`src/rtl/sobel_thresh_ctrl.sv`:
```
// Frame-level threshold controller for the Sobel edge detector.
// Counts edge/active pixels per frame and updates the detector threshold between frames.
module sobel_thresh_ctrl #(
    parameter logic [10:0] IMG_HDISP   = 11'd640,
    parameter logic [10:0] IMG_VDISP   = 11'd480,
    parameter logic [7:0]  INIT_THRESH = 8'd80
) (
    input  logic        clk,
    input  logic        rst_n,
    input  logic        cfg_auto,
    input  logic [7:0]  cfg_thresh_manual,
    input  logic [19:0] cfg_target,
    input  logic [19:0] cfg_hyst,
    input  logic [3:0]  cfg_step,
    input  logic [7:0]  cfg_thresh_min,
    input  logic [7:0]  cfg_thresh_max,
    input  logic        det_vsync,
    input  logic        det_href,
    input  logic        det_bit,
    output logic [7:0]  thresh,
    output logic [19:0] edge_cnt,
    output logic        frame_done,
    output logic        frame_err
);

    localparam logic [20:0] FRAME_PIX = 21'(IMG_HDISP) * 21'(IMG_VDISP);

    typedef enum logic [1:0] {IDLE, COUNT, CALC, APPLY} state_t;

    state_t      state, state_nxt;
    logic        vs_d, primed, pend;
    logic        rise, fall;
    logic [20:0] pix_cnt;
    logic [19:0] e_cnt;
    logic        hi, lo, bad;
    logic [20:0] hi_lim;
    logic        hi_c, lo_c;
    logic [8:0]  up_sum;
    logic signed [8:0] dn_diff;
    logic [7:0]  thresh_nxt;

    // primed masks the first sample after reset so a frame already in flight is not seen as a rise
    assign rise = primed & det_vsync & ~vs_d;
    assign fall = vs_d & ~det_vsync;

    always_ff @(posedge clk or negedge rst_n) begin
        if (!rst_n) state <= IDLE;
        else        state <= state_nxt;
    end

    always_comb begin
        state_nxt = state;
        case (state)
            IDLE:    if (rise || pend) state_nxt = COUNT;
            COUNT:   if (fall || rise) state_nxt = CALC;
            CALC:    state_nxt = APPLY;
            APPLY:   state_nxt = IDLE;
            default: state_nxt = IDLE;
        endcase
    end

    always_comb begin
        hi_lim = {1'b0, cfg_target} + {1'b0, cfg_hyst};
        hi_c   = {1'b0, e_cnt} > hi_lim;
        lo_c   = (cfg_target >= cfg_hyst) && (e_cnt < (cfg_target - cfg_hyst));
    end

    // 9-bit arithmetic keeps thresh+step from wrapping and thresh-step from underflowing
    always_comb begin
        up_sum     = {1'b0, thresh} + {5'b0, cfg_step};
        dn_diff    = $signed({1'b0, thresh}) - $signed({5'b0, cfg_step});
        thresh_nxt = thresh;
        if (!cfg_auto) begin
            thresh_nxt = cfg_thresh_manual;
        end else if (!bad) begin
            if (hi)
                thresh_nxt = (up_sum > {1'b0, cfg_thresh_max}) ? cfg_thresh_max : up_sum[7:0];
            else if (lo)
                thresh_nxt = (dn_diff < $signed({1'b0, cfg_thresh_min})) ? cfg_thresh_min
                                                                          : dn_diff[7:0];
        end
    end

    always_ff @(posedge clk or negedge rst_n) begin
        if (!rst_n) begin
            vs_d       <= 1'b0;
            primed     <= 1'b0;
            pend       <= 1'b0;
            pix_cnt    <= '0;
            e_cnt      <= '0;
            hi         <= 1'b0;
            lo         <= 1'b0;
            bad        <= 1'b0;
            thresh     <= INIT_THRESH;
            edge_cnt   <= '0;
            frame_done <= 1'b0;
            frame_err  <= 1'b0;
        end else begin
            vs_d       <= det_vsync;
            primed     <= 1'b1;
            frame_done <= 1'b0;
            frame_err  <= 1'b0;

            if (state != IDLE && rise) pend <= 1'b1;
            else if (state == IDLE)    pend <= 1'b0;

            if (state == IDLE && state_nxt == COUNT) begin
                pix_cnt <= '0;
                e_cnt   <= '0;
            end

            if (state == COUNT && det_href) begin
                if (pix_cnt != '1) pix_cnt <= pix_cnt + 21'd1;
                if (det_bit && e_cnt != '1) e_cnt <= e_cnt + 20'd1;
            end

            if (state == CALC) begin
                hi  <= hi_c;
                lo  <= lo_c;
                bad <= (pix_cnt != FRAME_PIX);
            end

            if (state == APPLY) begin
                edge_cnt   <= e_cnt;
                frame_done <= 1'b1;
                frame_err  <= bad;
                thresh     <= thresh_nxt;
            end
        end
    end

endmodule

```
`config.mk`:
```
export PLATFORM = sky130hd
export DESIGN_NAME = sobel_thresh_ctrl
export DESIGN_NICKNAME = d
export VERILOG_FILES = /design/src/rtl/sobel_thresh_ctrl.sv
export SDC_FILE = /design/constraint.sdc
export NUM_CORES = 1
export LEC_CHECK = 0
export ABC_CLOCK_PERIOD_IN_PS = 5900
export CORE_ASPECT_RATIO = 0.8
export CORE_UTILIZATION = 40
export DETAILED_ROUTE_END_ITERATION = 12
export MAX_ROUTING_LAYER = met4
export PLACE_DENSITY = 0.61
export SETUP_SLACK_MARGIN = 0.5
export SYNTH_ARGS = -nofsm -noshare
export SYNTH_HDL_FRONTEND = slang
export SYNTH_SLANG_ARGS = --single-unit
```
`constraint.sdc`:
```
create_clock -name clk -period 5.9 [get_ports clk]
set_clock_uncertainty 0.05 [all_clocks]
set_input_delay 1.18 -clock clk [delete_from_list [all_inputs] [get_ports clk]]
set_output_delay 1.18 -clock clk [all_outputs]
set_load 0.02 [all_outputs]
```
==> impl_metrics.py, run 1 <==
metrics = {
    "detailed_routing": {
        "drtIter0Drc": 501,
        "wirelength_um": 18540,
        "ant_nets": 0,
        "vias_per_cell": 5.417,
        "drc": 0,
        "post_drt_wl_per_cell_um": 15.63,
        "via_count": 6425,
        "drtPass1Iterations": 5,
    },
    "clock_network": {
        "cts_root_buf": "clkbuf_16",
        "cts_buffers": 9,
        "htreeDepth": 3,
        "clk_pin_slew_ns": 0.06,
        "cts.sinks": 79,
        "cts_resized": 0,
        "postCtsSetupBuffers": 0,
        "clk_latency_ns": 0.34,
        "cts_tree": "yes",
        "ctsHoldBuffers": 0,
        "clockBufferDepth": 2,
    },
    "logic_synthesis": {
        "syn_area_um2": 7378,
        "avgSynthCellArea_um2": 8.530,
        "synthFlopType": "dfrtp_1",
        "yosys.cell_types.count": 72,
        "synth-edff-count": 0,
        "synth_top_area_frac": 0.2611,
        "ys_ff_latch": 79,
        "synth_nets": 1048,
        "yosys.area.top_type": "dfrtp_1",
        "async_flop_share": 1.000,
        "ys_warn_count": 0,
        "yosys-top-cells-area": "dfrtp_1 26%, ha_1 18%, xnor2_1 4.7%, a21oi_1 4.2%, nor2_1 4.2%",
        "synth.yosys.seq_area_share": 0.2683,
        "synthCells": 865,
    },
    "min_path": {
        "hold_path.startpoint": "edge_cnt[0]$_DFFE_PN0P_",
        "holdPathEnd": "edge_cnt[0]$_DFFE_PN0P_",
        "hold_depth": 2,
        "hp-class": "reg -> reg",
    },
    "timing": {
        "max-slew-margin-rel": 0.3284,
        "setup_viol": 0,
        "slew_violations": 0,
        "finalSetupTns_ns": 0,
        "rsz0062_at_grt": "false",
        "hold_viol": 0,
        "fmax_ghz": 0.2049,
        "worstMarginPinSlew_ns": 1.007,
        "period_needed_ns": 4.881,
        "finalCritPeriodShare": 0.8273,
    },
    "global_routing": {
        "grt_start_max_net_pins": 80,
        "grt_use_total": 0.2070,
        "grt_pass1_vias": 5808,
        "grt_first_pass_wirelength_um": 30330,
        "grt_overflow": 0,
        "antenna_found_initial": 0,
    },
    "setup_path": {
        "cpMaxStageDelayCell": "or4_1",
        "start_kind": "input pin",
        "cpPeakStageDelay_ns": 0.49,
        "cp_max_fo": 4,
        "regToRegSetupSlack_ns": 2.01,
        "critPathRequiredTime_ns": 6.07,
        "r2r-end": "thresh[2]$_DFFE_PN0P_",
        "cpMostUsedCell": "a21oi_1",
        "critPathArrivalTime_ns": 5.05,
        "endpoint_kind": "flip-flop",
        "crit_type": "in -> reg",
        "cp_cell_sequence": "clkdlybuf4s50_1 -> ha_1 -> inv_1 -> fa_1 -> o21bai_1 -> a21oi_1 -> nor2_1 -> a211oi_2 -> nor4_1 -> or4_1 -> a21oi_1 -> xnor2_1 -> ha_1 -> a21oi_1 -> nor2b_1 -> a2111oi_0 -> nand2_1 -> a21oi_1 -> nor4_1",
        "r2r-start": "thresh[0]$_DFFE_PN0P_",
        "reg2reg_depth": 15,
    },
    "final_layout": {
        "nets": 1134,
        "syn_to_final_growth_pct": 20.77,
        "stdcell_area_um2": 8911,
        "diodes": 0,
        "drive_above_1_share": 0.06799,
    },
    "flow_run": {
        "cap_violations": 0,
    },
    "floorplan": {
        "core_um2": 18110,
        "die_h_um": 123.5,
        "die_w_um": 153.8,
        "die_area_um2": 19000,
        "core.rowCount": 44,
        "pin_count": 104,
        "start_util": 0.4074,
    },
    "placement": {
        "io_buffers": 103,
        "dpl.hpwl_um": 14560,
        "finalWeightedCongestion": 0.9370,
        "dpl_cell_area_um2": 8587,
    },
    "status": {
        "status": "complete, no violations",
    },
    "power": {
        "p_per_area_nw_per_um2": 295.7,
        "irDropWorstVdd_mv": 0.1573,
        "power.leakage_nw": 4.153,
    },
}
==> metrics by stage <==
step | power [mW] | hold WS, ns | cells | utilization | setup slack, ns
6_report | 2.635 | 0.4321 | 1186 | 0.4920 | 1.019
5_1_grt | 2.834 | 0.4635 | 1186 | 0.4920 | 0.6592
4_1_cts | 2.645 | 0.4388 | 1186 | 0.4920 | 1.064
3_5_place_dp | 2.025 | 0.4248 | 1170 | 0.4741 | 0.7074
3_3_place_gp | 2.015 | 0.4126 | 1170 | 0.4741 | 0.8158
2_1_floorplan | 1.631 | 0.3995 | 865 | - | 1.582
==> Yosys cell counts, types with 18 or more instances <==
master      n
xor2_1     27
a21oi_1    62
nand2_1    56
dfrtp_1    77
ha_1      105
nand3_1    31
xnor2_1    40
o21ai_0    49
nor2_1     82
clkbuf_1   18
inv_1      72
nand4_1    21
mux2_2     19
==> registers in the layout, summed over array words and instances, names as in the netlist, 2 cells and up <==
name	count
pix_cnt	21
e_cnt	20
edge_cnt	20
thresh	8
state	2
==> kinds of logic (layout without fill, tap and decap cells) <==
kind of cell | after synthesis | after routing | synth area share
DFF | 79 | 79 | 0.2683
AOI/OAI and AO/OA | 215 | 215 | 0.1925
muxes | 23 | 23 | 0.03443
and+or+nand+nor | 268 | 268 | 0.1801
xor gates and xnor gates | 67 | 67 | 0.07953
buffers and inverters | 103 | 194 | 0.05579
other | 1 | 1 | 0.0005082
adders and majority gates | 109 | 109 | 0.1889
==> power by group <==
group	total, mW	switching (mW)	internal, mW
registers	0.729	0.115	0.615
clock network	0.610	0.228	0.382
logic	1.30	0.730	0.566
total	2.64	1.07	1.56
==> layout by cell type (no fill, tap or decap), types with 9 or more instances in the layout <==
cell type	synthesis	routed
nand3_1	31	31
a21oi_1	62	62
nand4_1	21	21
inv_1	72	72
clkbuf_16	0	9
o21bai_1	12	12
clkdlybuf4s50_1	0	102
mux2_2	19	19
nor2_1	82	82
o21ai_0	49	49
nor3_1	17	16
dfrtp_1	77	77
nand2_1	56	56
a21o_1	16	16
xor2_1	27	27
xnor2_1	40	40
ha_1	105	105
==> worst max-delay path by stage <==
stage / startpoint / end / slack [ns] / cells after the start
finish: cfg_target[0] / hi$_DFFE_PN0P_ / 1.02 / 19
global route: cfg_target[0] / hi$_DFFE_PN0P_ / 0.66 / 19
CTS: cfg_hyst[7] / hi$_DFFE_PN0P_ / 1.06 / 18
detailed placement: cfg_hyst[7] / hi$_DFFE_PN0P_ / 0.71 / 18
global placement: cfg_hyst[7] / hi$_DFFE_PN0P_ / 0.82 / 18
floorplan: cfg_target[0] / hi$_DFFE_PN0P_ / 1.58 / 18
==> critical path, delay by kind of cell <==
family,cells,cell delay (ns)
simple gates,6,0.95
fa+ha+maj,3,0.69
xor+xnor,1,0.14
compound gates,7,1.58
buf+inv,2,0.51
==> area by class of cell <==
cell class / instances / area, µm²
Multi-Input combinational cell: 683 / 4999
Clock inverter: 5 / 81.33
Sequential cell: 79 / 1979
Timing Repair Buffer: 106 / 1051
Fill cell: 1767 / 9201
Clock buffer: 11 / 242.7
Inverter: 72 / 270.3
Tap cell: 230 / 287.8
==> per-layer routing <==
layer | GRT usage | wire (µm) | up-vias
li1 | - | - | 3264
met1 | 0.3135 | 9952 | 2997
met2 | 0.2895 | 7511 | 152
met3 | 0.03084 | 944 | 12
met4 | 0.03625 | 127 | 0
met5 | - | 0 | -
No activity file was read; power rests on OpenSTA's default activity.
==> run 2, diff against run 1 <==
Settings changed: ABC_CLOCK_PERIOD_IN_PS 5900 to 4720.
Clock period 5.9 ns to 4.72 ns, I/O delays scaled along.
==> run 2 against run 1 <==
Sequential share of layout area down 1.7 points. Setup slack got worse by 0.39 ns. Sequential power is 26% higher. Clock power rose by 10%. Critical endpoint is now thresh[2]$_DFFE_PN0P_. Largest cell class unchanged.
==> impl_metrics.py, run 2 (same netlist as run 1, synthesis figures left out) <==
metrics = {
    "status": {
        "status": "complete, no violations",
    },
    "final_layout": {
        "syn_to_final_growth_pct": 30.83,
        "diodes": 0,
        "final_cell_mix": "92 x ha_1, 84 x clkdlybuf4s50_1, 77 x dfrtp_1, 76 x nor2_1, 67 x inv_1",
        "largest_reg_flops": 21,
        "stdcell_area_um2": 9653,
        "largestRegisters": "pix_cnt (21), e_cnt (20), edge_cnt (20)",
        "drive_above_1_share": 0.1722,
        "layout_commonest_cell": "ha_1",
        "fin_cells": 1229,
        "largest_register": "pix_cnt",
        "nets": 1179,
    },
    "floorplan": {
        "start_util": 0.4074,
        "die_h_um": 123.5,
        "die_w_um": 153.8,
        "core.rowCount": 44,
        "pin_count": 104,
        "die_area_um2": 19000,
        "core_um2": 18110,
    },
    "timing": {
        "finalCritPeriodShare": 0.8671,
        "rsz0062_at_grt": "true",
        "setup_viol": 0,
        "timing.hold.ws_ns": 0.4279,
        "slew_violations": 0,
        "period_needed_ns": 4.093,
        "max-slew-margin-rel": 0.3251,
        "finalSetupTns_ns": 0,
        "worstMarginPinSlew_ns": 1.003,
        "fmax_ghz": 0.2443,
        "hold_viol": 0,
    },
    "clock_network": {
        "clk_latency_ns": 0.33,
        "htreeDepth": 3,
        "clk_pin_slew_ns": 0.06,
        "cts_buffers": 9,
        "clockBufferDepth": 2,
        "ctsHoldBuffers": 0,
        "cts_root_buf": "clkbuf_16",
        "cts.sinks": 79,
        "cts_tree": "yes",
    },
    "global_routing": {
        "antenna_found_initial": 0,
        "grt_overflow": 0,
        "grt_first_pass_wirelength_um": 30920,
        "grt_start_max_net_pins": 80,
        "grt_pass1_vias": 6030,
        "grt_use_total": 0.2094,
    },
    "power": {
        "power.total_mw": 3.459,
        "p_sw_frac": 0.4074,
        "p_int_mw": 2.050,
        "p_seq_frac": 0.265,
        "clockPowerShare": 0.194,
        "irDropWorstVdd_mv": 0.2159,
        "power.leakage_nw": 4.539,
        "p_comb_frac": 0.541,
        "switchingPower_mw": 1.409,
        "p_per_area_nw_per_um2": 358.3,
    },
    "detailed_routing": {
        "drtPass1Iterations": 7,
        "drc": 0,
        "drtIter0Drc": 415,
        "via_count": 6656,
        "vias_per_cell": 5.416,
        "wirelength_um": 19070,
        "ant_nets": 0,
        "post_drt_wl_per_cell_um": 15.52,
    },
    "setup_path": {
        "cp_max_fo": 7,
        "crit_type": "in -> reg",
        "start_kind": "input pin",
        "endpoint_kind": "flip-flop",
        "critPathArrivalTime_ns": 4.25,
        "critPathRequiredTime_ns": 4.87,
    },
    "flow_run": {
        "cap_violations": 0,
    },
    "placement": {
        "dpl_cell_area_um2": 8876,
        "dpl.hpwl_um": 14800,
        "finalWeightedCongestion": 0.9039,
        "placed_cells": 1208,
        "io_buffers": 103,
    },
    "min_path": {
        "hp-class": "reg -> reg",
    },
}
## run 2: power groups by stage
stage	Clock (mW)	Sequential, mW	Combinational, mW
global placement	0	0.923	1.67
global route	0.714	0.932	2.07
floorplan	0	0.908	1.13
detailed placement	0	0.924	1.69
CTS	0.690	0.913	1.72
finish	0.671	0.916	1.87
## run 2: worst max-delay path: stages
cell	delay (ns)
clkdlybuf4s50_1	0.43
ha_1	0.24
fa_2	0.37
a21oi_2	0.15
nor2_1	0.08
nor2_2	0.17
xnor2_1	0.11
ha_1	0.34
nand4_1	0.13
nor2_1	0.16
a2111oi_2	0.06
o21ai_1	0.21
o2bb2ai_2	0.21
mux2_2	0.39
a21oi_2	0.16
o21ai_0	0.09
## run 2: layer usage
layer / wire (µm) / GRT usage / vias to the layer above
met2: 8016 / 0.2969 / 139
met4: 112 / 0.02250 / 0
met3: 834 / 0.03260 / 14
li1: - / - / 3343
met5: 0 / - / -
met1: 10110 / 0.3184 / 3160
## run 2: per-stage QoR
| stage | util | setup slack [ns] |
|---|---|---|
| after floorplan | - | 0.6382 |
| after global placement | 0.4901 | -0.04588 |
| after detailed placement | 0.4901 | -0.09521 |
| after CTS | 0.5095 | 0.4751 |
| after global routing | 0.5330 | 0.4615 |
| final | 0.5330 | 0.6272 |
## run 2: area by class of cell
class | count | area, µm²
multi-input cells | 683 | 5391
repair buffers | 151 | 1438
flip-flops and latches | 79 | 1979
fillers | 1688 | 8459
clock buffers | 10 | 239.0
clock inverters | 4 | 47.55
well taps | 230 | 287.8
inverters | 72 | 270.3
## run 2: path summary, 6_finish.rpt
path                                            to  cells past startpoint  slack (ns)                    start
min                        edge_cnt[0]$_DFFE_PN0P_                      2        0.43  edge_cnt[0]$_DFFE_PN0P_
min reg2reg                edge_cnt[0]$_DFFE_PN0P_                      2        0.43  edge_cnt[0]$_DFFE_PN0P_
max                          thresh[2]$_DFFE_PN0P_                     16        0.63              cfg_step[0]
min in group asynchronous  edge_cnt[4]$_DFFE_PN0P_                      1        0.72                    rst_n
max in group asynchronous      frame_err$_DFF_PN0_                      1        3.25                    rst_n
max reg2reg                  thresh[5]$_DFFE_PN0P_                     15        1.26    thresh[1]$_DFFE_PN0P_
## run 2: timing repair
item	CTS	global route
gates resized for setup	22	80
endpoints found under the setup margin	7	10
pin swaps	14	44
buffers inserted	0	7
cloned	0	0
==> run 3, diff against run 2 <==
Settings changed: ABC_CLOCK_PERIOD_IN_PS 4720 to 4500, CORE_MARGIN from default to 2, HOLD_SLACK_MARGIN from default to 0.15.
Clock period 4.72 ns to 4.5 ns, I/O delays scaled along.
==> run 3 against run 2 <==
Combinational power is 14% higher. Non-clock buffer count rose by 16. Critical path depth up 2. Highest routed layer unchanged. Critical endpoint is now hi$_DFFE_PN0P_. Utilization up 0.74 points. Sequential power grew 4.9%. Hold slack gained 0.0041 ns. Global-route usage decreased by 0.16 points. Register-to-register slack worse by 0.25 ns. Final cell count up 1.5%. Routed wire length increased by 2.4%.
==> impl_metrics.py, run 3 (same netlist as run 1, synthesis figures left out) <==
metrics = {
    "setup_path": {
        "start_kind": "input pin",
        "cpPeakStageDelay_ns": 0.54,
        "cpMaxStageDelayCell": "or4_1",
        "crit_type": "in -> reg",
        "endpoint_kind": "flip-flop",
        "path_buf_inv": 2,
        "cp_cell_sequence": "dlygate4sd2_1 -> inv_2 -> ha_4 -> o21bai_1 -> a21oi_2 -> nor2_4 -> a211oi_4 -> nor4_2 -> or4_1 -> a21oi_2 -> xnor2_1 -> ha_1 -> a21oi_2 -> nor2b_1 -> a2111oi_2 -> nand2_1 -> a21oi_2 -> nor4_1",
        "regToRegSetupSlack_ns": 1.01,
        "reg2reg_depth": 16,
        "r2r-end": "thresh[5]$_DFFE_PN0P_",
        "critPathRequiredTime_ns": 4.67,
        "r2r-start": "thresh[0]$_DFFE_PN0P_",
        "critPathArrivalTime_ns": 4.05,
        "cp_max_fo": 2,
        "crit_family": "compound AO/OA/AOI/OAI gates",
        "cpMostUsedCell": "a21oi_2",
    },
    "min_path": {
        "hp-class": "reg -> reg",
        "hold_path.startpoint": "edge_cnt[0]$_DFFE_PN0P_",
        "hold_depth": 2,
        "holdPathEnd": "edge_cnt[0]$_DFFE_PN0P_",
    },
    "final_layout": {
        "largestRegisters": "pix_cnt (21), e_cnt (20), edge_cnt (20)",
        "largest_reg_flops": 21,
        "nets": 1195,
        "num-fill-cells": 1675,
        "drive_above_1_share": 0.2055,
        "syn_to_final_growth_pct": 32.64,
        "largest_register": "pix_cnt",
        "final_cell_mix": "90 x ha_1, 77 x dfrtp_1, 76 x nor2_1, 76 x clkdlybuf4s50_1",
        "layout_commonest_cell": "ha_1",
        "diodes": 0,
    },
    "timing": {
        "setup_viol": 0,
        "slew_violations": 0,
        "rsz0062_at_grt": "true",
        "period_needed_ns": 3.889,
        "hold_viol": 0,
        "finalSetupTns_ns": 0,
        "max-slew-margin-rel": 0.3309,
        "fmax_ghz": 0.2571,
        "finalCritPeriodShare": 0.8642,
        "worstMarginPinSlew_ns": 1.004,
    },
    "detailed_routing": {
        "wirelength_um": 19530,
        "ant_nets": 0,
        "via_count": 6726,
        "drtPass1Iterations": 5,
        "drc": 0,
        "post_drt_wl_per_cell_um": 15.66,
        "vias_per_cell": 5.394,
        "drtIter0Drc": 424,
    },
    "floorplan": {
        "pin_count": 104,
        "core_um2": 18110,
        "die_area_um2": 19550,
        "start_util": 0.4074,
        "core.rowCount": 44,
        "die_w_um": 155.8,
        "die_h_um": 125.5,
    },
    "power": {
        "power.total_mw": 3.883,
        "irDropWorstVdd_mv": 0.1831,
        "power.leakage_nw": 4.553,
        "p_per_area_nw_per_um2": 396.8,
    },
    "clock_network": {
        "clk_pin_slew_ns": 0.06,
        "clk_latency_ns": 0.34,
        "htreeDepth": 3,
        "cts_tree": "yes",
        "clockBufferDepth": 2,
        "cts_buffers": 9,
        "cts_root_buf": "clkbuf_16",
        "cts.sinks": 79,
    },
    "placement": {
        "dpl.hpwl_um": 15110,
        "io_buffers": 103,
        "finalWeightedCongestion": 0.9038,
    },
    "global_routing": {
        "antenna_found_initial": 0,
        "grt_start_max_net_pins": 80,
        "grt_use_total": 0.2078,
        "grt_pass1_vias": 6347,
        "grt_first_pass_wirelength_um": 32140,
        "grt_overflow": 0,
    },
    "flow_run": {
        "cap_violations": 0,
    },
    "status": {
        "status": "complete, no violations",
    },
}
run 3: changes by cell type in the layout (fill, tap and decap cells not counted), sizes merged:
cell,previous run,this run
bufinv,1,2
inv,72,73
dlymetal6s2s,16,5
clkdlybuf4s15,0,1
clkbuf,10,15
buf,49,65
clkinvlp,1,0
clkdlybuf4s50,84,76
dlygate4sd2,2,16
run 3: final cells by class:
type                       instances  area [µm²]  area share
multi-input combinational        683        5431      0.5550
tap                              230       287.8     0.02940
sequential                        79        1979      0.2023
clock inverter                     5       78.83    0.008054
clock buffer                      11       242.7     0.02480
inverter                          72       270.3     0.02761
timing repair buffer             167        1496      0.1529
run 3: where the power goes:
group          total, mW  leakage (nW)  switching, mW  internal, mW
Clock              0.785         0.160          0.284         0.501
Combinational       2.14          3.33           1.12          1.02
Sequential         0.961          1.06          0.155         0.806
Total               3.88          4.55           1.56          2.32
run 3: worst max path at each step:
stage / cells after the start / to / start / slack [ns]
2_1_floorplan: 18 / hi$_DFFE_PN0P_ / cfg_target[0] / 0.50
3_3_place_gp: 19 / hi$_DFFE_PN0P_ / cfg_target[0] / -0.11
3_5_place_dp: 19 / hi$_DFFE_PN0P_ / cfg_target[0] / -0.18
4_1_cts: 20 / hi$_DFFE_PN0P_ / cfg_hyst[0] / 0.49
5_1_grt: 16 / hi$_DFFE_PN0P_ / cfg_hyst[15] / 0.43
6_report: 18 / hi$_DFFE_PN0P_ / cfg_hyst[2] / 0.61
run 3: repair_timing:
action                                  in CTS  in global routing
hold buffers                                 0                  0
endpoints found under the setup margin      10                 10
cloned                                       1                  0
setup buffers                                2                  4
resized for setup                           92                 47
pin swaps                                   41                 45
run 3: per-layer routing:
layer  track usage  routed length, µm  vias up
met5             -                  0        -
met4       0.03184                282        0
met3       0.03328                914       22
met2        0.2957               8041      156
met1        0.3152              10290     3162
li1              -                  -     3386
run 3: worst register-to-register path, delay by kind of cell, from the launching register on:
kind            cells  cell delay [ns]
compound gates      7             1.20
xor+xnor            1             0.22
simple gates        2             0.32
fa+ha+maj           3             0.88
flops               1             0.42
buf+inv             3             0.34
run 3: per-stage QoR:
step	hold slack, ns	cell area [µm²]	setup WS [ns]	util	std cells
finish	0.4321	9787	0.6111	0.5403	1247
global route	0.4503	9787	0.4335	0.5403	1247
CTS	0.4376	9610	0.4882	0.5306	1243
detailed placement	0.4241	8996	-0.1818	0.4967	1224
global placement	0.4189	8996	-0.1108	0.4967	1224
floorplan	0.3995	7382	0.5009	-	865
